==> src/rtl/sc_mult_sequencer.sv <==
// Stochastic-computing multiplier sequencer: two LFSR-driven bitstreams are
// compared against latched operands, multiplied (AND/XNOR) and popcounted over N cycles.
module sc_mult_sequencer (
  input  logic       clk,
  input  logic       rst_n,
  input  logic       start,
  input  logic       abort,
  input  logic [3:0] op_a,
  input  logic [3:0] op_b,
  input  logic       mode,
  input  logic [1:0] len_sel,
  output logic       busy,
  output logic       done,
  output logic [7:0] result,
  output logic       sn_bit
);

  typedef enum logic [1:0] {
    IDLE = 2'd0,
    RUN  = 2'd1,
    DONE = 2'd2
  } state_e;

  localparam logic [30:0] SEED_A = 31'h0000_0001;
  localparam logic [30:0] SEED_B = 31'h0000_0002;

  state_e      state_q, state_d;
  logic [3:0]  op_a_q, op_a_d;
  logic [3:0]  op_b_q, op_b_d;
  logic        mode_q, mode_d;
  logic [1:0]  len_sel_q, len_sel_d;
  logic [7:0]  ones_q, ones_d;
  logic [6:0]  cyc_q, cyc_d;
  logic [30:0] lfsr_a_q, lfsr_a_d;
  logic [30:0] lfsr_b_q, lfsr_b_d;
  logic [7:0]  result_q, result_d;

  logic       bit_a, bit_b, product;
  logic [6:0] last_cyc;

  always_comb begin
    bit_a   = (lfsr_a_q[30:27] < op_a_q);
    bit_b   = (lfsr_b_q[30:27] < op_b_q);
    product = mode_q ? ~(bit_a ^ bit_b) : (bit_a & bit_b);
    case (len_sel_q)
      2'd0:    last_cyc = 7'd15;
      2'd1:    last_cyc = 7'd31;
      2'd2:    last_cyc = 7'd63;
      default: last_cyc = 7'd127;
    endcase
  end

  always_comb begin
    state_d   = state_q;
    op_a_d    = op_a_q;
    op_b_d    = op_b_q;
    mode_d    = mode_q;
    len_sel_d = len_sel_q;
    ones_d    = ones_q;
    cyc_d     = cyc_q;
    lfsr_a_d  = lfsr_a_q;
    lfsr_b_d  = lfsr_b_q;
    result_d  = result_q;
    case (state_q)
      IDLE: begin
        if (start) begin
          state_d   = RUN;
          op_a_d    = op_a;
          op_b_d    = op_b;
          mode_d    = mode;
          len_sel_d = len_sel;
          ones_d    = 8'd0;
          cyc_d     = 7'd0;
          lfsr_a_d  = SEED_A;
          lfsr_b_d  = SEED_B;
        end
      end
      RUN: begin
        lfsr_a_d = {lfsr_a_q[29:0], lfsr_a_q[30] ^ lfsr_a_q[27]};
        lfsr_b_d = {lfsr_b_q[29:0], lfsr_b_q[30] ^ lfsr_b_q[27]};
        ones_d   = ones_q + {7'd0, product};
        cyc_d    = cyc_q + 7'd1;
        // Abort wins over completion, so result is only written on a clean finish.
        if (abort) begin
          state_d = IDLE;
        end else if (cyc_q == last_cyc) begin
          state_d  = DONE;
          // Loaded on the way into DONE so result is already valid while done is high.
          result_d = ones_q + {7'd0, product};
        end
      end
      DONE: begin
        state_d = IDLE;
      end
      default: begin
        state_d = IDLE;
      end
    endcase
  end

  always_ff @(posedge clk or negedge rst_n) begin
    if (!rst_n) begin
      state_q   <= IDLE;
      op_a_q    <= 4'd0;
      op_b_q    <= 4'd0;
      mode_q    <= 1'b0;
      len_sel_q <= 2'd0;
      ones_q    <= 8'd0;
      cyc_q     <= 7'd0;
      lfsr_a_q  <= SEED_A;
      lfsr_b_q  <= SEED_B;
      result_q  <= 8'd0;
    end else begin
      state_q   <= state_d;
      op_a_q    <= op_a_d;
      op_b_q    <= op_b_d;
      mode_q    <= mode_d;
      len_sel_q <= len_sel_d;
      ones_q    <= ones_d;
      cyc_q     <= cyc_d;
      lfsr_a_q  <= lfsr_a_d;
      lfsr_b_q  <= lfsr_b_d;
      result_q  <= result_d;
    end
  end

  assign busy   = (state_q == RUN) || (state_q == DONE);
  assign done   = (state_q == DONE);
  assign sn_bit = (state_q == RUN) && product;
  assign result = result_q;

endmodule

==> config.mk <==
export PLATFORM = sky130hd
export DESIGN_NAME = sc_mult_sequencer
export DESIGN_NICKNAME = d
export VERILOG_FILES = /design/src/rtl/sc_mult_sequencer.sv
export SDC_FILE = /design/constraint.sdc
export NUM_CORES = 1
export LEC_CHECK = 0
export ABC_AREA = 1
export BUFFER_PORTS_ARGS = -buffer_cell sky130_fd_sc_hd__clkbuf_2
export CAP_MARGIN = 20
export CORE_ASPECT_RATIO = 0.5
export CORE_UTILIZATION = 54
export DETAILED_ROUTE_END_ITERATION = 8
export PLACE_DENSITY_LB_ADDON = 0.08
export SYNTH_ARGS = -nofsm -noshare
export SYNTH_HDL_FRONTEND = slang
export SYNTH_SLANG_ARGS = --single-unit
==> constraint.sdc <==
create_clock -name clk -period 2.25 [get_ports clk]
set_input_delay 0.3375 -clock clk [delete_from_list [all_inputs] [get_ports clk]]
set_output_delay 0.3375 -clock clk [all_outputs]
set_load 0.05 [all_outputs]
==> flow_metrics.env <==
export IMPL_clock_path_buffers=2
export IMPL_die_w_um=126
export IMPL_finish_utilization_pct=67.8
export IMPL_end_kind="output pin"
export IMPL_worstHoldPathType="in2reg"
export IMPL_ir_drop_mv=0.700
export IMPL_power_mw=5.37
export IMPL_use_met3_pct=8.04
export IMPL_synth_seq_area_share_pct=59.6
export IMPL_netlist_instances=431
export IMPL_wire_per_inst_um=13.8
export IMPL_drive_gt1_share_pct=20.4
export IMPL_synth_cell_type_count=28
export IMPL_grt_util_met2_pct=35.8
export IMPL_final_hold_viol_count=0
export IMPL_stdcell_area_um2=4980
export IMPL_cellLeakagePower_nw=2.36
export IMPL_clock_latency_ns=0.34
export IMPL_clk_pin_slew_ns=0.07
export IMPL_cp_start_kind="register"
export IMPL_placed_area_um2=4440
export IMPL_start_util_pct=56.1
export IMPL_synth_top_cell_area_share_pct=58.3
export IMPL_core_area_um2=7350
export IMPL_syn_cell_area_um2=4120
export IMPL_grt_antenna_before_repair=0
export IMPL_dp_hpwl_um=5130
export IMPL_fmax_mhz=410
export IMPL_final_common_cell="dfrtp_1"
export IMPL_io_pins=26
export IMPL_portBuffers=25
export IMPL_tritoncts="yes"
export IMPL_max_cap_violations=0
export IMPL_vias_per_cell=5.27
export IMPL_required_ns=1.91
export IMPL_grt_pass1_vias=2976
export IMPL_grt_util_met1_pct=28.2
export IMPL_grt_pass1_wl_um=13400
export IMPL_post_route_period_util_pct=108
export IMPL_dpl_cell_count=551
export IMPL_syn_to_final_growth_pct=21.0
export IMPL_violations="DRC, setup timing"
export IMPL_syn_avg_cell_area_um2=9.56
export IMPL_setup_ws_ns=-0.188
export IMPL_drcViolationCount=4
export IMPL_final_cell_mix="96 x dfrtp_1, 83 x inv_1, 67 x nand2_1, 59 x o22ai_1, 23 x clkbuf_2"
export IMPL_drv_slew=0
export IMPL_setup_tns_ns=-0.970
export IMPL_worst_slew_pin_slew_ns=0.663
export IMPL_instances_no_fill=571
export IMPL_worst_ep_arrival_time_ns=2.10
export IMPL_dr_total_vias=3009
export IMPL_setup_viol=11
export IMPL_syn_nets=459
export IMPL_synth_largest_area_cell="dfrtp_1"
export IMPL_gp_congestion=0.798
export IMPL_path_cells="ha_4, nand2_1, o21a_1, ha_1, o21ai_2, and2_4, clkbuf_16"
export IMPL_h_tree_depth=3
export IMPL_gr_total_overflow=0
export IMPL_dieHeight_um=63.8
export IMPL_power_density_nw_per_um2=1080
export IMPL_grt_total_usage_pct=22.0
export IMPL_cts_made_buffers=9
export IMPL_ant_nets=0
export IMPL_crit_path_max_incr_delay_ns=0.42
export IMPL_register_area_um2=2450
export IMPL_fin_skew_ns=0.00477
export IMPL_status="finished, violations left"
export IMPL_busiest_layer="met2"
export IMPL_rsz0062_at_grt="true"
export IMPL_slew_headroom_pct=55.5
export IMPL_drt_iter0_markers=228
export IMPL_row_count=22
export IMPL_clockRootBuffer="clkbuf_16"
export IMPL_fin_crit_ns=2.44
export IMPL_synth_area_top_cells="dfrtp_1 58%, o22ai_1 9.0%, inv_1 7.8%, nand2_1 6.8%, ha_1 3.9%"
export IMPL_grt_max_degree=65
export IMPL_crit_path_max_fanout=2
export IMPL_firstDrtPassIters=7
export IMPL_filler_cell_count=570
export IMPL_ys_warn_count=0
export IMPL_ys_seq_elements=98
export IMPL_dieArea_um2=8000
export IMPL_n_antenna_cell=0
export IMPL_multi_input_area_um2=1450
export IMPL_wl_um=7860
export IMPL_cp_slowest_cell="dfrtp_1"
export IMPL_nets=498
export IMPL_cts_sinks=98
export IMPL_crit_type="reg2out"
-- per-stage QoR --
step                      hold WS, ns  worst slack (ns)
after floorplan                0.0419           0.00960
after global placement          0.323            -0.124
after detailed placement        0.338            -0.213
after CTS                       0.189            -0.137
after global routing            0.196            -0.277
final                           0.198            -0.188
-- power by group --
part / leakage [nW] / internal, mW / switching [mW]
clock: 0.139 / 0.863 / 0.643
combinational: 0.893 / 0.644 / 1.06
sequential: 1.33 / 2.04 / 0.127
total: 2.36 / 3.55 / 1.83
-- Yosys cell counts --
cell type  count
nand3_1       14
nand4_1        1
a22oi_1        1
and3_1         1
o21ai_2        1
clkbuf_1       3
nand3b_1       2
clkinv_1       1
nand2_2        1
o22ai_1       59
inv_1         86
and2_1         1
nand2_1       75
buf_2         12
nor2_1        13
buf_4          1
a22o_1         3
xnor2_1        1
a21oi_1       11
ha_1          13
o21a_1         2
inv_2          3
o21ai_1        2
nor3_1         2
dfrtp_1       96
xor2_1         4
o21ai_0       20
dfstp_2        2
-- path summary, 6_finish.rpt --
path / start / to / slack [ns] / depth (start not counted)
worst min register to register: result[2]$_DFFE_PN0P_ / result[2]$_DFFE_PN0P_ / 0.47 / 2
min in group asynchronous: rst_n / result[5]$_DFFE_PN0P_ / 0.50 / 2
worst max register to register: lfsr_b_q[30]$_DFFE_PN0P_ / ones_q[7]$_DFFE_PN0P_ / -0.12 / 14
max in group asynchronous: rst_n / lfsr_a_q[25]$_DFFE_PN0P_ / 0.98 / 3
worst min-delay path: op_a[0] / op_a_q[0]$_DFFE_PN0P_ / 0.20 / 3
worst max-delay path: lfsr_b_q[30]$_DFFE_PN0P_ / sn_bit / -0.19 / 7
-- cells by family (layout without fill, tap and decap cells) --
kind of cell	count (synthesis)	in the layout	synth area share, %
AND/OR/NAND/NOR	110	110	10.9
buffers and inverters	106	150	10.1
XOR/XNOR	5	5	1.06
adder cells (fa/ha/maj)	13	13	3.95
flip-flops	98	98	59.6
AO/OA/AOI/OAI	99	99	14.4
-- state kept, by name, summed over array words and instances, names as in the netlist --
register   count
lfsr_a_q      31
lfsr_b_q      31
ones_q         8
result         8
cyc_q          7
op_a_q         4
op_b_q         4
len_sel_q      2
state_q        2
mode_q         1
-- what timing repair did --
action / in CTS / in global routing
pin swaps: 17 / 10
buffers inserted: 1 / 3
gates resized for setup: 23 / 26
endpoints found under the setup margin: 11 / 13
hold endpoints to repair: 36 / 0
hold buffers: 1 / 0
-- layer usage --
metal | part of all wire (%) | vias to the layer above
met5 | 0 | -
met1 | 47 | 1462
met4 | 1.6 | 0
li1 | - | 1484
met3 | 4.2 | 15
met2 | 47 | 48
-- final cells by class --
class	count	share of cell area, %
Inverter	90	6.83
Tap cell	96	2.41
Clock buffer	10	4.59
Sequential cell	98	49.3
Multi-Input combinational cell	227	29.0
Timing Repair Buffer	44	6.53
Clock inverter	6	1.36
-- worst max-delay path, delay by kind of cell (launching register included) --
family | cells | cell delay [ns]
buffers and inverters | 1 | 0.15
adder cells (fa/ha/maj) | 2 | 0.58
flip-flops | 1 | 0.42
AO/OA/AOI/OAI | 2 | 0.38
AND/OR/NAND/NOR | 2 | 0.22
Power figures use the tool's default switching activity.
